$ cat src/rtl/status_pkg.sv
// Shared types and constants for the ALU status unit.
package status_pkg;

  // Operation codes carried on the 3-bit op port; 5..7 are reserved.
  typedef enum logic [2:0] {
    OP_ADD = 3'd0,
    OP_SUB = 3'd1,
    OP_ADC = 3'd2,
    OP_SBC = 3'd3,
    OP_CMP = 3'd4
  } op_e;

  // Bit positions inside the {Z,N,C,V} flag vector and the flag_we mask.
  localparam int FLAG_Z = 3;
  localparam int FLAG_N = 2;
  localparam int FLAG_C = 1;
  localparam int FLAG_V = 0;

  // True for the operations that use the inverted second operand.
  function automatic logic op_is_sub(input logic [2:0] op);
    logic res;
    case (op)
      OP_SUB:  res = 1'b1;
      OP_SBC:  res = 1'b1;
      OP_CMP:  res = 1'b1;
      default: res = 1'b0;
    endcase
    return res;
  endfunction

endpackage

$ cat src/rtl/status_reg_pipe_add_flags.sv
// Combinational WIDTH-bit adder/subtractor with carry-in and Z/N/C/V flag generation.
module add_flags #(
  parameter int WIDTH = 16
) (
  input  logic [WIDTH-1:0] a_i,
  input  logic [WIDTH-1:0] b_i,
  input  logic             sub_i,
  input  logic             cin_i,
  output logic [WIDTH-1:0] sum_o,
  output logic             c_o,
  output logic             v_o,
  output logic             z_o,
  output logic             n_o
);

  logic [WIDTH-1:0] bb_s;
  logic [WIDTH:0]   s_s;

  // Single (WIDTH+1)-bit add; subtraction is a + ~b + cin so C=1 means no borrow.
  always_comb begin
    if (sub_i) begin
      bb_s = ~b_i;
    end else begin
      bb_s = b_i;
    end
    s_s = {1'b0, a_i} + {1'b0, bb_s} + {{WIDTH{1'b0}}, cin_i};
  end

  assign sum_o = s_s[WIDTH-1:0];
  assign c_o   = s_s[WIDTH];
  // Signed overflow: operands of equal sign giving a result of the other sign.
  assign v_o   = (a_i[WIDTH-1] == bb_s[WIDTH-1]) && (s_s[WIDTH-1] != a_i[WIDTH-1]);
  assign z_o   = (s_s[WIDTH-1:0] == {WIDTH{1'b0}});
  assign n_o   = s_s[WIDTH-1];

endmodule

$ cat src/rtl/status_reg_pipe.sv
// ALU status unit: valid/ready wrapped add/sub with registered result, Z/N/C/V flags,
// sticky overflow and a saturating overflow-event counter.
module status_reg_pipe
  import status_pkg::*;
#(
  parameter int WIDTH = 16,
  parameter int CNT_W = 8
) (
  input  logic             clk,
  input  logic             reset_n,
  input  logic             in_valid,
  output logic             in_ready,
  input  logic [2:0]       op,
  input  logic [WIDTH-1:0] a,
  input  logic [WIDTH-1:0] b,
  input  logic [3:0]       flag_we,
  input  logic             clr_sticky,
  output logic             out_valid,
  input  logic             out_ready,
  output logic [WIDTH-1:0] result,
  output logic             wr_en,
  output logic [3:0]       flags,
  output logic             sticky_v,
  output logic [CNT_W-1:0] ovf_count
);

  logic             out_valid_q, out_valid_d;
  logic [WIDTH-1:0] result_q, result_d;
  logic             wr_en_q, wr_en_d;
  logic [3:0]       flags_q, flags_d;
  logic             sticky_q, sticky_d;
  logic [CNT_W-1:0] cnt_q, cnt_d;

  logic             fire_s;
  logic             op_valid_s;
  logic             op_wr_s;
  logic             sub_s;
  logic             cin_s;
  logic [WIDTH-1:0] sum_s;
  logic             c_s, v_s, z_s, n_s;
  logic [3:0]       new_flags_s;
  logic             v_event_s;

  assign in_ready = !out_valid_q || out_ready;
  assign fire_s   = in_valid && in_ready;

  // Decode op into adder controls; carry-in for ADC/SBC comes from the flag register.
  always_comb begin
    op_valid_s = 1'b1;
    op_wr_s    = 1'b1;
    sub_s      = op_is_sub(op);
    cin_s      = 1'b0;
    case (op)
      OP_ADD: begin
        cin_s = 1'b0;
      end
      OP_SUB: begin
        cin_s = 1'b1;
      end
      OP_ADC: begin
        cin_s = flags_q[FLAG_C];
      end
      OP_SBC: begin
        cin_s = flags_q[FLAG_C];
      end
      OP_CMP: begin
        cin_s   = 1'b1;
        op_wr_s = 1'b0;
      end
      default: begin
        op_valid_s = 1'b0;
        op_wr_s    = 1'b0;
        cin_s      = 1'b0;
      end
    endcase
  end

  add_flags #(
    .WIDTH(WIDTH)
  ) u_add_flags (
    .a_i   (a),
    .b_i   (b),
    .sub_i (sub_s),
    .cin_i (cin_s),
    .sum_o (sum_s),
    .c_o   (c_s),
    .v_o   (v_s),
    .z_o   (z_s),
    .n_o   (n_s)
  );

  assign new_flags_s = {z_s, n_s, c_s, v_s};
  assign v_event_s   = fire_s && op_valid_s && v_s;

  // Output handshake and result/wr_en load; result only changes on an accepted op.
  always_comb begin
    out_valid_d = out_valid_q;
    result_d    = result_q;
    wr_en_d     = wr_en_q;
    if (fire_s) begin
      out_valid_d = 1'b1;
      wr_en_d     = op_wr_s;
      if (op_valid_s) begin
        result_d = sum_s;
      end else begin
        result_d = {WIDTH{1'b0}};
      end
    end else if (out_ready) begin
      out_valid_d = 1'b0;
    end else begin
      out_valid_d = out_valid_q;
    end
  end

  // Per-flag masked update from the current op's own result; reserved ops leave flags alone.
  always_comb begin
    flags_d = flags_q;
    for (int i = 0; i < 4; i++) begin
      if (fire_s && op_valid_s && flag_we[i]) begin
        flags_d[i] = new_flags_s[i];
      end else begin
        flags_d[i] = flags_q[i];
      end
    end
  end

  // Sticky overflow and saturating event counter; a same-cycle clear beats a V event.
  always_comb begin
    sticky_d = sticky_q;
    cnt_d    = cnt_q;
    if (clr_sticky) begin
      sticky_d = 1'b0;
      cnt_d    = {CNT_W{1'b0}};
    end else if (v_event_s) begin
      sticky_d = 1'b1;
      if (cnt_q != {CNT_W{1'b1}}) begin
        cnt_d = cnt_q + {{(CNT_W-1){1'b0}}, 1'b1};
      end else begin
        cnt_d = cnt_q;
      end
    end else begin
      sticky_d = sticky_q;
      cnt_d    = cnt_q;
    end
  end

  // State registers; async reset drops any held result and clears all architectural state.
  always_ff @(posedge clk or negedge reset_n) begin
    if (!reset_n) begin
      out_valid_q <= 1'b0;
      result_q    <= {WIDTH{1'b0}};
      wr_en_q     <= 1'b0;
      flags_q     <= 4'b0000;
      sticky_q    <= 1'b0;
      cnt_q       <= {CNT_W{1'b0}};
    end else begin
      out_valid_q <= out_valid_d;
      result_q    <= result_d;
      wr_en_q     <= wr_en_d;
      flags_q     <= flags_d;
      sticky_q    <= sticky_d;
      cnt_q       <= cnt_d;
    end
  end

  assign out_valid = out_valid_q;
  assign result    = result_q;
  assign wr_en     = wr_en_q;
  assign flags     = flags_q;
  assign sticky_v  = sticky_q;
  assign ovf_count = cnt_q;

endmodule
$ cat config.mk
export PLATFORM = sky130hd
export DESIGN_NAME = status_reg_pipe
export DESIGN_NICKNAME = d
export VERILOG_FILES = /design/src/rtl/status_pkg.sv /design/src/rtl/status_reg_pipe_add_flags.sv /design/src/rtl/status_reg_pipe.sv
export SDC_FILE = /design/constraint.sdc
export NUM_CORES = 1
export LEC_CHECK = 0
export CORE_MARGIN = 2
export CORE_UTILIZATION = 42
export CTS_BUF_LIST = sky130_fd_sc_hd__clkbuf_16
export CTS_CLUSTER_SIZE = 40
export DETAILED_ROUTE_END_ITERATION = 8
export PLACE_DENSITY = 0.74
export SLEW_MARGIN = 40
export SYNTH_ARGS = -nofsm -noshare
export SYNTH_HDL_FRONTEND = slang
export SYNTH_SLANG_ARGS = --single-unit
$ cat constraint.sdc
create_clock -name clk -period 3.4 [get_ports clk]
set_clock_uncertainty 0.05 [all_clocks]
set_input_delay 0.68 -clock clk [delete_from_list [all_inputs] [get_ports clk]]
set_output_delay 0.68 -clock clk [all_outputs]
set_load 0.05 [all_outputs]
==> metrics.md <==
| Metric | Value |
|---|---|
| TritonCTS clock tree | `built` |
| Height of the chip | `78.40 um` |
| Vias in the first global route | `2615` |
| Clk sinks | `31` |
| Nets | `463` |
| Chip width | `78.40 um` |
| Total CTS buffers | `5` |
| Slowest-stage cell, CP | `fa_2` |
| Synth Area in XOR/XNOR | `12.06%` |
| Largest fanout on the critical path | `3` |
| Drt via density | `5.285` |
| Crit path arrival time | `3.55 ns` |
| Root buffer cell | `clkbuf_16` |
| Total die area | `6147 um^2` |
| Via count | `2505` |
| Sequential cell area fraction in the yosys report | `33.37%` |
| Min setup slack post-route | `-0.02590 ns` |
| Num rows | `27` |
| Antenna Diode Count | `0` |
| Worst-path clk slew | `0.05 ns` |
| Kind of start point of the critical path | `input port` |
| Final worst-path cycle share | `100.8%` |
| Placed Cells | `449` |
| Number of max-cap violations | `0` |
| Post-synth EDFFs | `0` |
| Compound-Gate Fraction of Synth Area | `24.70%` |
| Crit end category | `flop` |
| Hold_ws | `0.4395 ns` |
| Count leader, synth | `dfrtp_1` |
| Power Total | `2158 uW` |
| First-pass GRT wire length | `11410 um` |
| # port buffers | `75` |
| Critical path class | `in -> reg` |
| Min-delay worst type | `reg -> reg` |
| Ys Warns | `0` |
| IO Count | `76` |
| H-tree depth | `2` |
| Failing checks | `negative setup slack` |
| Top post-synthesis cells by area | `dfrtp_1, xnor2_1, ha_1, o21ai_0, a21oi_1` |
| Setup violators final | `1` |
| Critical path, cell by cell | `buf_6, buf_6, mux2i_4, buf_12, xnor2_4, fa_2, inv_2, fa_2, nand2b_4, a21oi_4, a2111oi_4, xnor2_1, nor4_2, and4_1, nand4b_1, o31ai_1` |
| Core area | `5439 um^2` |
| Detail Placement HPWL | `5030 um` |
| Iteration count of the initial detailed-routing pass | `4` |
| Largest net degree at the start of global routing | `32` |
| Starting density of the core | `42.74%` |
| Syn Inst Count | `250` |
| Syn avg cell area | `9.299 um^2` |
| Fmax | `291.9 MHz` |
| Cell Pwr Density | `518.9 nW/um^2` |
| DRC violations left | `0` |
| Bufs on Longest Clock Path | `2` |
| Synth Flop Type | `dfrtp_1` |
| Final min period | `3.426 ns` |
| Leading area contributor after synthesis | `dfrtp_1` |
| Post-Synth Adder-Cell Area | `10.33%` |
| Syn_nets | `312` |
| Ratio of cells with drive above 1 in the final layout | `32.34%` |
| Largest stage delay, worst path | `0.39 ns` |
| Lkg Pwr | `0.001760 uW` |
| Status | `finished, violations left` |
| VDD IR-drop max | `0.3338 mV` |
| CP required | `3.52 ns` |
| Largest family of logic cells by synthesized area | `compound AO/OA/AOI/OAI gates` |
| Fraction of registers with async set or reset after synthesis | `100.0%` |
| Antenna violations before repair | `0` |
| Yosys reg bits | `31` |
| Placed instance area | `3674 um^2` |
| Max-slew headroom | `58.48%` |
| CTS Hold Bufs | `0` |
| Filler cells | `370` |
| Final Hold Fails | `0` |
| Register area | `775.7 um^2` |
| Wire per inst | `15.48 um` |
| Area of the multi-input gates | `1708 um^2` |
| WL final | `7336 um` |
| Antenna viol nets, final | `0` |
| Slew Limit Fails | `0` |
| Finished Cell Area | `4159 um^2` |
| Yosys top cell area share | `33.37%` |
| Detailed Route Iter0 Violations | `104` |
| Post-synth cell types | `49` |
| Worst skew pair latency | `0.27 ns` |
| Area Overhead vs Synth | `78.90%` |
| Post-Synth Simple-Gate Area | `13.46%` |
| Grt total ovfl | `0` |
| RSZ-0062 raised after global routing | `true` |
| GPL Wtd Cong | `0.8210` |
| Fin util | `76.47%` |
| Post-route insts no fill | `474` |
| Mapped Area | `2325 um^2` |
| Worst-margin pin slew | `0.6212 ns` |
| Synth cell count leaders | `dfrtp_1, xnor2_1, o21ai_0` |
| Post-synthesis mux area share | `2.799%` |
| GRT Util Overall | `23.01%` |
[cell type report]
cell class	count	area share [%]
inverter	14	1.264
timing repair buffer	150	32.91
sequential	31	18.65
clock buffer	5	3.008
tap	72	2.166
multi-input combinational	199	41.07
clock inverter	3	0.9326
[layout by cell type (no fill, tap or decap), types with 7 or more instances in the layout]
cell / count
buf_4: 64
xnor2_1: 24
buf_6: 11
inv_1: 13
a21oi_2: 7
dfrtp_1: 31
clkdlybuf4s50_1: 71
nor2_1: 10
a21oi_1: 12
o21ai_0: 18
nand2_1: 21
ha_1: 13
[worst max-delay path, delay by kind of cell]
kind / cells / cell delay, ns
mux: 1 / 0.18
buf+inv: 4 / 0.43
simple gates: 4 / 0.80
compound gates: 3 / 0.62
fa+ha+maj: 2 / 0.61
xor+xnor: 2 / 0.24
[layer usage]
metal	vias up	GRT usage [%]	share of wire, %
met1	1202	26.92	42
met3	20	3.563	3.9
li1	1208	-	-
met4	0	9.649	2.8
met2	75	41.72	52
met5	-	0	0
[cell families after synthesis]
logic type / after synthesis
multiplexers: 6
AND/OR/NAND/NOR: 63
AO/OA/AOI/OAI: 80
flip-flops: 31
XOR/XNOR: 32
buffers and inverters: 20
adder cells (fa/ha/maj): 18
[power breakdown]
part	internal (uW)	leakage, uW	switching [uW]
Clock	341	0.0000812	153
Combinational	550	0.00127	629
Sequential	436	0.000404	49.6
Total	1330	0.00176	831
[flip-flops by register name, indices dropped and copies added, names as in the netlist]
signal,flops
flags,4
out_valid,1
ovf_count,8
result,16
sticky_v,1
wr_en,1
[metrics by stage]
stage                     setup slack [ns]   TNS, ns
after CTS                          0.01085         0
after global routing               -0.1994   -0.4946
after floorplan                    -0.2570   -0.6466
after detailed placement           -0.8418    -13.28
after global placement             -0.7335    -11.14
final                             -0.02590  -0.02590
[final timing paths]
path	end	cells after the start	slack [ns]	from
max	flags[3]	16	-0.03	op[0]
min	result[14]	2	0.44	result[14]
max reg2reg	flags[3]	13	0.34	flags[1]
min reg2reg	result[14]	2	0.44	result[14]
max in group asynchronous	result[9]	2	2.26	reset_n
min in group asynchronous	result[15]	2	0.76	reset_n
[timing repair]
| action | CTS | global route |
|---|---|---|
| pin swaps | 18 | 23 |
| cloned | 0 | 0 |
| resized for setup | 30 | 30 |
| buffers inserted | 14 | 4 |
| hold endpoints to repair | 0 | 0 |
| endpoints found under the setup margin | 20 | 13 |
(Power assumes the default switching activity.)
